==> config.mk <==
export PLATFORM = sky130hd
export DESIGN_NAME = ccff_chain_loader
export DESIGN_NICKNAME = d
export VERILOG_FILES = /design/src/rtl/ccff_chain_loader.sv
export SDC_FILE = /design/constraint.sdc
export NUM_CORES = 1
export LEC_CHECK = 0
export CAP_MARGIN = 20
export CORE_ASPECT_RATIO = 0.7
export CORE_UTILIZATION = 50
export DETAILED_ROUTE_END_ITERATION = 10
export DONT_BUFFER_PORTS = 1
export GPL_TIMING_DRIVEN = 0
export HOLD_SLACK_MARGIN = 0.02
export PLACE_DENSITY_LB_ADDON = 0.05
export SLEW_MARGIN = 20
export SYNTH_ARGS = -nofsm -noshare
export SYNTH_HDL_FRONTEND = slang
export SYNTH_SLANG_ARGS = --single-unit
==> constraint.sdc <==
create_clock -name prog_clk -period 2.1 [get_ports prog_clk]
set_input_delay 0.315 -clock prog_clk [delete_from_list [all_inputs] [get_ports prog_clk]]
set_output_delay 0.315 -clock prog_clk [all_outputs]
set_load 0.1 [all_outputs]
==> src/rtl/ccff_chain_loader.sv <==
// ccff_chain_loader: accepts bitstream words over valid/ready, shifts them MSB-first onto a
// tile configuration chain, and can rotate the chain once through ccff_tail to compare it
// against a shadow copy of what was loaded.
module ccff_chain_loader #(
    parameter int CHAIN_LEN = 48,
    parameter int WORD_W    = 8
) (
    input  logic                         prog_clk,
    input  logic                         pReset,
    input  logic                         start,
    input  logic                         verify_en,
    input  logic [WORD_W-1:0]            word_in,
    input  logic                         word_valid,
    output logic                         word_ready,
    output logic                         config_enable,
    output logic                         ccff_head,
    input  logic                         ccff_tail_in,
    output logic                         busy,
    output logic                         done,
    output logic                         err,
    output logic [$clog2(CHAIN_LEN)-1:0] err_idx
);
    localparam int IW  = $clog2(CHAIN_LEN);
    localparam int WCW = $clog2(WORD_W + 1);
    localparam logic [IW-1:0] LAST_IDX = IW'(CHAIN_LEN - 1);

    localparam logic [2:0] S_IDLE   = 3'd0;
    localparam logic [2:0] S_LOAD   = 3'd1;
    localparam logic [2:0] S_SHIFT  = 3'd2;
    localparam logic [2:0] S_VERIFY = 3'd3;
    localparam logic [2:0] S_DONE   = 3'd4;

    logic [2:0]           state;
    logic                 verify_q;
    logic [IW-1:0]        bitcnt;
    logic [IW-1:0]        vcnt;
    logic [WCW-1:0]       wbits;
    logic [WORD_W-1:0]    shreg;
    logic [CHAIN_LEN-1:0] shadow;

    // Number of bits of the next word that still fit in the chain: a full word, or the
    // remainder when the chain end falls inside the word (its low bits are then dropped).
    function automatic logic [WCW-1:0] word_bits(input logic [IW-1:0] pos);
        int rem;
        rem = CHAIN_LEN - int'(pos);
        if (rem >= WORD_W) return WCW'(WORD_W);
        return WCW'(rem);
    endfunction

    // Handshake, chain enable and serial data decoded from the state register; the chain
    // only moves while config_enable is high, so stalls in LOAD leave it untouched.
    always_comb begin
        word_ready    = (state == S_LOAD);
        config_enable = (state == S_SHIFT) || (state == S_VERIFY);
        busy          = (state != S_IDLE);
        done          = (state == S_DONE);
        ccff_head     = 1'b0;
        if (state == S_SHIFT) begin
            ccff_head = shreg[WORD_W-1];
        end else if (state == S_VERIFY) begin
            // Loopback so that one full rotation restores the chain contents.
            ccff_head = ccff_tail_in;
        end
    end

    // Load/shift/verify sequencer with bit counters, shadow copy and sticky mismatch flag.
    always_ff @(posedge prog_clk) begin
        if (pReset) begin
            state    <= S_IDLE;
            verify_q <= 1'b0;
            bitcnt   <= '0;
            vcnt     <= '0;
            wbits    <= '0;
            shreg    <= '0;
            shadow   <= '0;
            err      <= 1'b0;
            err_idx  <= '0;
        end else begin
            case (state)
                S_IDLE: begin
                    if (start) begin
                        verify_q <= verify_en;
                        err      <= 1'b0;
                        err_idx  <= '0;
                        bitcnt   <= '0;
                        state    <= S_LOAD;
                    end
                end
                S_LOAD: begin
                    if (word_valid) begin
                        shreg <= word_in;
                        wbits <= word_bits(bitcnt);
                        state <= S_SHIFT;
                    end
                end
                S_SHIFT: begin
                    shadow[bitcnt] <= shreg[WORD_W-1];
                    shreg          <= shreg << 1;
                    bitcnt         <= bitcnt + IW'(1);
                    wbits          <= wbits - WCW'(1);
                    if (wbits == WCW'(1)) begin
                        if (bitcnt == LAST_IDX) begin
                            if (verify_q) begin
                                vcnt  <= '0;
                                state <= S_VERIFY;
                            end else begin
                                state <= S_DONE;
                            end
                        end else begin
                            state <= S_LOAD;
                        end
                    end
                end
                S_VERIFY: begin
                    // Readback cycle k presents bit k; only the first mismatch is recorded.
                    if ((ccff_tail_in != shadow[vcnt]) && !err) begin
                        err     <= 1'b1;
                        err_idx <= vcnt;
                    end
                    vcnt <= vcnt + IW'(1);
                    if (vcnt == LAST_IDX) begin
                        state <= S_DONE;
                    end
                end
                S_DONE: begin
                    state <= S_IDLE;
                end
                default: begin
                    state <= S_IDLE;
                end
            endcase
        end
    end

endmodule

# Yosys cells after proc, flatten, opt, wreduce, memory -nomap -nowiden
# Cells that the tools add are included.
# totals
regBits	83
latch_bits	0
ramBits	0
romBits	0
mem_count	0
# classes
add_sub_neg	4
n_mul	0
n_div	0
n_lt_le_gt_ge	4
n_eq_ne	15
n_shift	0
n_mux	35
bitwise_logic	0
n_reduce_logical	16
# op_table
op	count
48-bit bitwise mux	1
6-bit case mux with 2 select lines	3
6-bit two-way mux	5
3-bit two-way mux	6
8-bit case mux with 2 select lines	1
6-bit by 7-bit < comparator with 1-bit output (second input constant)	2
6-bit by 1-bit adder with 6-bit output (second input constant)	2
6-bit equality test (second input constant)	2
4-bit two-way mux	3
3-bit case mux with 4 select lines	1
1-bit two-way mux	10
8-bit two-way mux	1
2-bit by 1-bit != test with 1-bit output (second input constant)	4
4-bit case mux with 2 select lines	1
4-bit AND reduction	2
2-bit nonzero test	4
7-bit by 5-bit greater-or-equal comparator with 1-bit output (second input constant)	1
6-bit by 6-bit subtractor with 7-bit output (first input constant)	1
1-bit binary-select mux with 6-bit select	1
1-bit demux with 6-bit select	1
3-bit by 2-bit equality test with 1-bit output (second input constant)	2
6-bit by 1-bit greater-or-equal comparator with 1-bit output (second input constant)	1
2-bit != test (second input constant)	3
2-bit AND reduction	3
other kinds (12)	13

# Longest topological paths before layout
# Gate-level depths: netlist of run 1.
# depth
ltp_word	9
depth_mapped	9
depth_no_buf	8

# Worst setup path before layout of run 1
# No wires, ideal clock.
# synth_timing
path_type	register to register
start	register state[1]
end	register wbits[3]
setup_ns	0.128
t_arrival_ns	3.658
required_ns	1.972
setup_slack_ns	-1.685
path_stages_with_launch	7
synth_period_minus_slack_ns	3.785
cell_sequence	dfxtp_1 clkbuf_1 nor3_1 nand2_1 clkbuf_1 a311oi_1 nor2_1
# synth_between
elab_chain_len	3
word_cells_on_any_way	6
# synth_rtl
item	line	text
start: declaration	33	logic [2:0] state;
start signal: assignment	69	state <= S_IDLE;
start signal: assignment	86	state <= S_LOAD;
start signal: assignment	93	state <= S_SHIFT;
3-bit by 1-bit equality test with 1-bit output (*)	n/a	
net word_ready	14	output logic word_ready,
2-bit != test (no source line) or 2-bit nonzero test (tied branches)	n/a	
2-bit AND reduction (no source line)	n/a	
end signal: assignment	92	wbits <= word_bits(bitcnt);
end signal: assignment	100	wbits <= wbits - WCW'(1);
end: declaration	37	logic [WCW-1:0] wbits;
# Mark *: on every way through the listed nets, which the timed path passes. The rest lies on a longest branch.
# A chain may end at the register's enable or synchronous reset.

# Worst setup path in the final report of run 1
# layout_timing
start	register vcnt[0]
end	register err_idx[0]
# layout_between
elab_chain_len	6
word_cells_on_any_way	8
# layout_rtl
item	line	text
start: declaration	36	logic [IW-1:0] vcnt;
start signal: assignment	120	vcnt <= vcnt + IW'(1);
1-bit binary-select mux with 6-bit select	116	if ((ccff_tail_in != shadow[vcnt]) && !err) begin
1-bit two-way mux (not written as such)	116	
1-bit != test	116	
1-bit logical AND	116	
2-bit by 1-bit != test with 1-bit output (no source line)	n/a	
3-bit AND reduction (no source line)	n/a	
end signal: assignment	118	err_idx <= vcnt;
end: declaration	21	output logic [$clog2(CHAIN_LEN)-1:0] err_idx
# Parallel ways exist; a longest one is shown, timed or not. The select of a mux whose other input is x is not followed.

==> impl_metrics.yaml, run 1 <==
flow_run:
  maxCapViolations: 0
placement:
  gp_congestion: 0.8786
  dpl.hpwl_mm: 8.456
  port_buffers: 0
  pre_cts_ws_ns: -0.7912
  dp_cells: 624
worst_setup_path:
  crit_fanout: 6
  worstPathArrival_ns: 2.59
  cpPeakStageDelay_ns: 0.54
  cp.required_ns: 2.33
  r2r_cells: 8
  worst-setup-path-type: "flop to flop"
  cp_slowest_cell: "mux4_2"
  r2r-start: "vcnt[0]"
  r2r_end: "err_idx[0]"
  endpoint_kind: "flop"
  cp-start-kind: "flop"
  reg2reg_slack_ns: -0.26
  path_cells: "buf_8 -> mux4_2 -> mux2i_4 -> nor2b_1 -> o211ai_1 -> xor2_1 -> o31a_1 -> a32o_2"
clocking:
  holdBufCountCts: 0
  root_buffer: "clkbuf_16"
  clock_latency_ns: 0.35
  cts_tree: "done"
  cts_sinks: 83
  cts_buffers: 9
  clk_pin_slew_ns: 0.06
  cts_max_path_buffers: 2
  cts_max_level: 3
timing:
  slew_headroom_pct: 28.89
  min_period_ns: 2.360
  finalHoldViolations: 0
  period_share_pct: 112.4
  final.setup.tns_ns: -1.863
  max_freq_ghz: 0.4237
  fin_worst_skew_ns: 0.007919
  finalSetupViolations: 13
  setup_slack_ns: -0.2604
  tightest_slew_ns: 1.063
  slew_violations: 0
  rsz0062_at_grt: "true"
logic_synthesis:
  async_flop_share_pct: 0
  yosysTopAreaCellShare_pct: 39.05
  synth.most_common_cell: "nand2_1"
  synth_area_um2: 4255
  synth_cells: 523
  synth_nets: 542
  synth_top_area_cell: "dfxtp_1"
  yosys-top-cells-area: "dfxtp_1 39%, nand2_1 8.2%, nor2_1 6.1%, a21oi_1 5.6%, mux2i_1 5.6%"
  synth_flop_cell: "dfxtp_1"
  synth_cell_type_count: 56
  syn_area_per_cell_um2: 8.136
  ys_warn_count: 0
  synth_edf_count: 0
  ys_seq_area_share_pct: 39.05
  yosys-top-cells-count: "93 x nand2_1, 83 x dfxtp_1, 69 x nor2_1"
  synth_seq_cells: 83
floorplanning:
  die_w_um: 112.3
  die_y_um: 79.19
  start_util_pct: 52.93
  ioPinCount: 26
  dieArea_um2: 8890
  rows: 27
  coreArea_um2: 8040
global_route:
  grt_pass1_wl_mm: 19.74
  grt_max_degree: 13
  grt_pass1_vias: 3783
  grt.overflow.total: 0
  use_met2_pct: 44.72
  antenna_found_initial: 0
  grt.total_usage_pct: 29.86
  grtUsageMet1_pct: 40.30
  met3_usage_pct: 9.466
  top_usage_layer: "met2"
drt:
  drt_wl_total_mm: 12.70
  vias: 4001
  wl_per_cell_um: 19.30
  routed_via_density: 6.081
  first_iter_violations: 341
  drtAntennaViolNets: 0
  drc: 4
  drt_pre_antenna_iters: 9
final_layout:
  register_area_um2: 1670
  insertedDiodeCount: 0
  drive_gt1_share_pct: 22.26
  num-nets-final: 571
  nFillCells: 665
  instances_no_fill: 658
  syn_to_final_growth_pct: 21.88
  multi_input_area_um2: 2547
worst_hold_path:
  hold_depth: 2
  min_path_type: "input port to flop"
  hold_end: "verify_q"
  hp-start: "verify_en"
pwr:
  ir_drop_mv: 0.5543
  p_leak_nw: 1.911
  power.density_nw_per_um2: 831.5
run_status:
  outcome: "complete, but fails checks"
  violations: "DRC, setup timing"
cell type report:
cell class	count	share of cell area (%)
multi-input combinational	389	49.12
timing repair buffer	19	3.836
sequential	83	32.21
tap	101	2.437
clock inverter	1	0.09650
buffer	42	6.031
clock buffer	15	5.549
inverter	8	0.7238
layer usage:
layer  vias up  routed length, um
met5         -                  0
met4         0                226
met3        18               1011
met2       173               5462
met1      1918               6001
li1       1892                  -
timing repair:
item                                    CTS  global route
gates cloned                              0             1
gates resized for setup                  55            40
setup buffers                            14             5
endpoints found under the setup margin   74            72
pin swaps                                13            10
state kept, by name (all words and copies together), names as in the netlist:
name      flops
bitcnt        6
err           1
err_idx       6
shadow       48
shreg         8
state         3
vcnt          6
verify_q      1
wbits         4
cells by family after synthesis:
kind of cell             after synthesis  share of synthesized area [%]
buffers and inverters                 51                          6.645
XOR/XNOR                               7                          1.441
AND/OR/NAND/NOR                      254                          27.14
multiplexers                          38                          11.73
flip-flops                            83                          39.05
adder cells (fa/ha/maj)                5                          1.470
AO/OA/AOI/OAI                         85                          12.53
power breakdown:
part           switching [mW]  internal (mW)  leakage (nW)  total [mW]
Clock                   0.643          0.931         0.146        1.57
Sequential             0.0618           1.65         0.673        1.71
Combinational           0.670          0.359          1.09        1.03
critical path: cells and delay by family (launching register included):
kind	cells	cell delay (ns)
and+or+nand+nor	1	0.07
AOI/OAI and AO/OA	3	0.79
muxes	2	0.74
xor gates and xnor gates	1	0.13
buffers and inverters	1	0.15
DFF	1	0.35
stage by stage:
step | area [um^2] | hold slack, ns | power (mW) | utilization, %
6_report | 5186 | 0.1269 | 4.313 | 64.50
5_1_grt | 5186 | 0.1275 | 4.450 | 64.50
4_1_cts | 5052 | 0.1220 | 4.244 | 62.84
3_5_place_dp | 4417 | 0.4454 | 2.492 | 54.93
3_3_place_gp | 4410 | 0.4411 | 2.473 | 54.86
2_1_floorplan | 4284 | 0.4322 | 2.331 | -
cell usage in the layout (no fill, tap or decap), types with 6 or more instances in the layout:
cell type,netlist,final
mux4_2,9,9
a32o_2,6,6
nor3_4,0,6
nand2_1,93,90
nor2_1,69,59
clkbuf_1,31,23
buf_6,4,8
nor2_2,1,7
nand3_1,39,36
o21ai_0,7,6
clkbuf_16,0,10
a21oi_1,48,42
dfxtp_1,83,78
nand4_1,10,10
buf_12,2,6
nor4_1,7,6
mux2i_1,24,22
buf_4,1,11
worst max-delay path by stage:
stage                      end  startpoint
floorplan             wbits[3]    state[1]
global placement    shadow[34]    state[2]
finish              err_idx[0]     vcnt[0]
detailed placement  shadow[34]    state[2]
global route        err_idx[3]     vcnt[1]
CTS                 err_idx[0]     vcnt[0]
No activity file was read; power rests on OpenSTA's default activity.
==> run 2: changes to the inputs <==
--- a/config.mk
+++ b/config.mk
@@ -7,7 +7,7 @@
 export LEC_CHECK = 0
 export CAP_MARGIN = 20
 export CORE_ASPECT_RATIO = 0.7
-export CORE_UTILIZATION = 50
+export CORE_UTILIZATION = 65
 export DETAILED_ROUTE_END_ITERATION = 10
 export DONT_BUFFER_PORTS = 1
 export GPL_TIMING_DRIVEN = 0
==> constraint.sdc (replaced) <==
create_clock -name prog_clk -period 2.9 [get_ports prog_clk]
set_input_delay 0.435 -clock prog_clk [delete_from_list [all_inputs] [get_ports prog_clk]]
set_output_delay 0.435 -clock prog_clk [all_outputs]
set_load 0.1 [all_outputs]
==> run 2 against run 1 <==
Critical endpoint is now shadow[16]. The flow now finishes without violations. Worst hold slack better by 0.079 ns. Power down 38%. Combinational power down 43%. Clock skew up 0.0046 ns. Cell count down 5.9%. Via count down 3.4%. Setup slack better by 0.37 ns. Sequential share of layout area up 3.7 points. Sequential power down 28%. Fmax down 15%.
==> impl_metrics.yaml, run 2 (synthesis gave the netlist of run 1 again) <==
clocking:
  clk_pin_slew_ns: 0.09
  clock_latency_ns: 0.36
  cts_max_path_buffers: 2
  root_buffer: "clkbuf_8"
  cts_max_level: 3
  cts_buffers: 9
  cts_sinks: 83
  cts_tree: "done"
timing:
  slew_headroom_pct: 29.77
  period_share_pct: 96.22
  max_freq_ghz: 0.3584
  setup_slack_ns: 0.1096
  fin_worst_skew_ns: 0.01251
  final.setup.tns_ns: 0
  slew_violations: 0
  finalHoldViolations: 0
  finalSetupViolations: 0
  rsz0062_at_grt: "true"
  tightest_slew_ns: 1.052
  min_period_ns: 2.790
drt:
  first_iter_violations: 374
  drt_wl_total_mm: 11.17
  wl_per_cell_um: 18.05
  drc: 0
  drt_pre_antenna_iters: 7
  routed_via_density: 6.241
  vias: 3863
  drtAntennaViolNets: 0
floorplanning:
  coreArea_um2: 6276
  start_util_pct: 67.80
  rows: 24
  ioPinCount: 26
  die_w_um: 98.71
  dieArea_um2: 6879
  die_y_um: 69.70
global_route:
  grt_max_degree: 15
  antenna_found_initial: 0
  grt.total_usage_pct: 33.99
  grt_pass1_vias: 3617
  use_met2_pct: 50.78
  met3_usage_pct: 12.00
  top_usage_layer: "met2"
  grt.overflow.total: 0
  grt_pass1_wl_mm: 17.87
  grtUsageMet1_pct: 47.09
worst_setup_path:
  worstPathArrival_ns: 3.01
  crit_fanout: 10
  endpoint_kind: "flop"
  cp.required_ns: 3.12
  path_cells: "nand2b_1 -> inv_2 -> nand2_1 -> buf_1 -> nor2_1 -> clkbuf_1 -> nand2_1 -> nand2_1 -> a21oi_1"
  cpMostUsedCell: "nand2_1"
  cpPeakStageDelay_ns: 0.46
  cp_slowest_cell: "inv_2"
  worst-setup-path-type: "flop to flop"
  cp-start-kind: "flop"
final_layout:
  largest_reg_flops: 48
  num-nets-final: 555
  syn_to_final_growth_pct: 8.615
  drive_gt1_share_pct: 10.54
  mostFrequentLayoutCell: "nand2_1"
  regMostFlops: "shadow"
  reg_top3: "shadow (48), shreg (8)"
  final_cell_mix: "93 x nand2_1, 83 x dfxtp_1, 68 x nor2_1"
  insertedDiodeCount: 0
  nFillCells: 493
placement:
  pre_cts_ws_ns: 0.04429
  dpl.hpwl_mm: 7.842
  port_buffers: 0
  gp_congestion: 0.9664
pwr:
  p_leak_nw: 1.684
  ir_drop_mv: 0.3230
  power.density_nw_per_um2: 578.1
worst_hold_path:
  min_path_type: "input port to flop"
run_status:
  outcome: "finished clean"
flow_run:
  maxCapViolations: 0
==> run 2: changes by cell type in the layout (fill, tap and decap cells not counted), sizes merged <==
cell and delta:
clkbuf -6, clkinv +3, buf -16, dlymetal6s2s +1
inv +1, bufinv +1
==> run 2: area by class of cell <==
class / instances / area, um^2 / share of cell area, %
timing repair buffer: 2 / 31.28 / 0.6768
clock inverter: 6 / 62.56 / 1.354
buffer: 43 / 252.7 / 5.468
clock buffer: 10 / 137.6 / 2.978
tap: 78 / 97.59 / 2.112
inverter: 8 / 30.03 / 0.6497
multi-input combinational: 389 / 2349 / 50.81
sequential: 83 / 1662 / 35.95
==> run 2: where the power goes <==
| part | switching, mW | internal, mW |
|---|---|---|
| clock | 0.435 | 0.422 |
| combinational | 0.416 | 0.171 |
| sequential | 0.0396 | 1.19 |
| total | 0.891 | 1.78 |
==> run 2: path summary, 6_finish.rpt <==
check	start	to	slack, ns	cells past startpoint
setup reg to reg	state[2]	shadow[16]	0.11	9
hold / removal	verify_en	verify_q	0.21	2
setup / recovery	state[2]	shadow[16]	0.11	9
hold reg to reg	shadow[32]	shadow[32]	0.46	2
==> run 2: metrics by stage <==
| stage | util [%] | std cells | hold WS (ns) | power (mW) | cell area (um^2) |
|---|---|---|---|---|---|
| 2_1_floorplan | - | 523 | 0.4322 | 1.679 | 4265 |
| 3_3_place_gp | 69.52 | 601 | 0.4380 | 1.771 | 4363 |
| 3_5_place_dp | 70.26 | 603 | 0.4467 | 1.827 | 4409 |
| 4_1_cts | 73.45 | 619 | 0.2053 | 2.660 | 4609 |
| 5_1_grt | 73.64 | 619 | 0.2090 | 2.781 | 4622 |
| 6_report | 73.64 | 619 | 0.2062 | 2.672 | 4622 |
==> run 2: worst max-delay path: cells and delay by family, from the launching register on <==
family / cells / cell delay [ns]
DFF: 1 / 0.39
and+or+nand+nor: 5 / 0.96
AOI/OAI and AO/OA: 1 / 0.07
buffers and inverters: 3 / 1.22
==> run 2: metal layers <==
metal | vias up | part of all wire [%]
met5 | - | 0
met4 | 0 | 1.3
met3 | 13 | 10
met2 | 175 | 45
met1 | 1836 | 44
li1 | 1839 | -
==> run 2: what timing repair did <==
item / in CTS / in global routing
setup buffers: 0 / 0
resized for setup: 0 / 3
hold buffers: 0 / 0
endpoints found under the setup margin: 0 / 8
==> run 3: changes to the inputs <==
--- a/config.mk
+++ b/config.mk
@@ -10,10 +10,10 @@
 export CORE_UTILIZATION = 65
 export DETAILED_ROUTE_END_ITERATION = 10
 export DONT_BUFFER_PORTS = 1
+export GPL_ROUTABILITY_DRIVEN = 0
 export GPL_TIMING_DRIVEN = 0
 export HOLD_SLACK_MARGIN = 0.02
 export PLACE_DENSITY_LB_ADDON = 0.05
-export SLEW_MARGIN = 20
 export SYNTH_ARGS = -nofsm -noshare
 export SYNTH_HDL_FRONTEND = slang
 export SYNTH_SLANG_ARGS = --single-unit
==> run 3 against run 2 <==
First-iteration DRC count rose by 17%. Flip-flop and latch count is the same. Critical endpoint is now ccff_head. Largest power group unchanged. Clock power up 8.4%.
==> impl_metrics.yaml, run 3 (synthesis gave the netlist of run 1 again) <==
run_status:
  outcome: "finished clean"
pwr:
  p_leak_nw: 1.686
  combPwrFrac_pct: 21.4
  ir_drop_mv: 0.3881
  clock_power_share_pct: 33.8
  sw_frac_of_total_pct: 31.38
  power.density_nw_per_um2: 591.9
  power.switching_mw: 0.8612
  power.total_mw: 2.745
  seqPwrFrac_pct: 44.8
  intPower_mw: 1.883
flow_run:
  maxCapViolations: 0
global_route:
  grt.overflow.total: 0
  grt_pass1_vias: 3590
  grt_pass1_wl_mm: 17.77
  antenna_found_initial: 0
  grt.total_usage_pct: 33.94
  grt_max_degree: 13
drt:
  first_iter_violations: 437
  drc: 0
  routed_via_density: 6.418
  drt_pre_antenna_iters: 8
  drt_wl_total_mm: 11.30
  vias: 3960
  wl_per_cell_um: 18.31
  drtAntennaViolNets: 0
floorplanning:
  coreArea_um2: 6276
  die_y_um: 69.70
  rows: 24
  dieArea_um2: 6879
  ioPinCount: 26
  start_util_pct: 67.80
  die_w_um: 98.71
clocking:
  post_cts_buffers: 0
  clock_latency_ns: 0.36
  cts_max_level: 3
  cts_sinks: 83
  cts_buffers: 9
  clk_pin_slew_ns: 0.07
  root_buffer: "clkbuf_8"
  cts_max_path_buffers: 2
  cts_tree: "done"
  holdBufCountCts: 0
placement:
  dpl-instance-area_um2: 4409
  dpl.hpwl_mm: 7.958
  port_buffers: 0
  dp_cells: 603
  pre_cts_ws_ns: 0.1182
timing:
  max_freq_ghz: 0.3661
  final.setup.tns_ns: 0
  finalHoldViolations: 0
  finalSetupViolations: 0
  whs_ns: 0.2234
  slew_headroom_pct: 29.79
  min_period_ns: 2.731
  fin_worst_skew_ns: 0.006984
  setup_slack_ns: 0.1685
  tightest_slew_ns: 1.052
  rsz0062_at_grt: "false"
  slew_violations: 0
  period_share_pct: 94.19
final_layout:
  num-nets-final: 555
  final_cell_mix: "93 x nand2_1, 83 x dfxtp_1, 68 x nor2_1"
  insertedDiodeCount: 0
  final_cell_area_um2: 4637
  largest_reg_flops: 48
  mostFrequentLayoutCell: "nand2_1"
  utilization_pct: 73.88
  syn_to_final_growth_pct: 8.968
  reg_top3: "shadow (48), shreg (8)"
  instances_no_fill: 617
  regMostFlops: "shadow"
  drive_gt1_share_pct: 10.02
worst_setup_path:
  crit_fanout: 10
  worstPathArrival_ns: 2.30
  endpoint_kind: "output pin"
  cp-start-kind: "flop"
  cp.required_ns: 2.47
  worst-setup-path-type: "flop to output pin"
worst_hold_path:
  min_path_type: "input port to flop"
run 3: cell count changes in the layout (fill, tap and decap cells not counted), sizes merged:
| cell | change |
|---|---|
| bufinv | +1 |
| buf | -1 |
| clkbuf | +3 |
| inv | -1 |
| clkinv | -4 |
run 3: cell type report:
cell class | instances | area [um^2]
Fill cell | 492 | 1639
Timing Repair Buffer | 2 | 31.28
Clock buffer | 12 | 155.1
Multi-Input combinational cell | 389 | 2349
Sequential cell | 83 | 1662
Inverter | 8 | 30.03
Tap cell | 78 | 97.59
Clock inverter | 2 | 60.06
Buffer | 43 | 252.7
run 3: path summary, 6_finish.rpt:
check             start          to  slack (ns)  cells past startpoint
min           verify_en    verify_q        0.22                      2
max            shreg[7]   ccff_head        0.17                      4
min reg2reg  shadow[40]  shadow[40]        0.46                      2
max reg2reg    state[2]   shadow[8]        0.20                      9
run 3: power by group through the flow:
| stage | combinational (mW) | clock (mW) | sequential, mW |
|---|---|---|---|
| 6_report | 0.587 | 0.928 | 1.23 |
| 5_1_grt | 0.635 | 0.976 | 1.24 |
| 4_1_cts | 0.575 | 0.931 | 1.23 |
| 3_5_place_dp | 0.573 | 0 | 1.25 |
| 3_3_place_gp | 0.520 | 0 | 1.25 |
| 2_1_floorplan | 0.435 | 0 | 1.24 |
run 3: critical path, stage by stage (launching register included):
cell and delay [ns]:
dfxtp_1 0.31, clkbuf_1 0.21, clkbuf_1 0.44, mux2i_1 0.16, nor2_2 0.83
run 3: timing repair:
item / 4_1_cts / 5_1_grt
setup endpoints to repair: 0 / 7
resized for setup: 0 / 2
endpoints found under the hold margin: 0 / 0
run 3: metal layers:
metal / global-route usage [%] / wire length (um) / up-vias
met1: 46.18 / 4687 / 1863
li1: - / - / 1837
met5: 0 / 0 / -
met4: 11.11 / 252 / 0
met3: 10.89 / 1352 / 31
met2: 51.25 / 5003 / 229
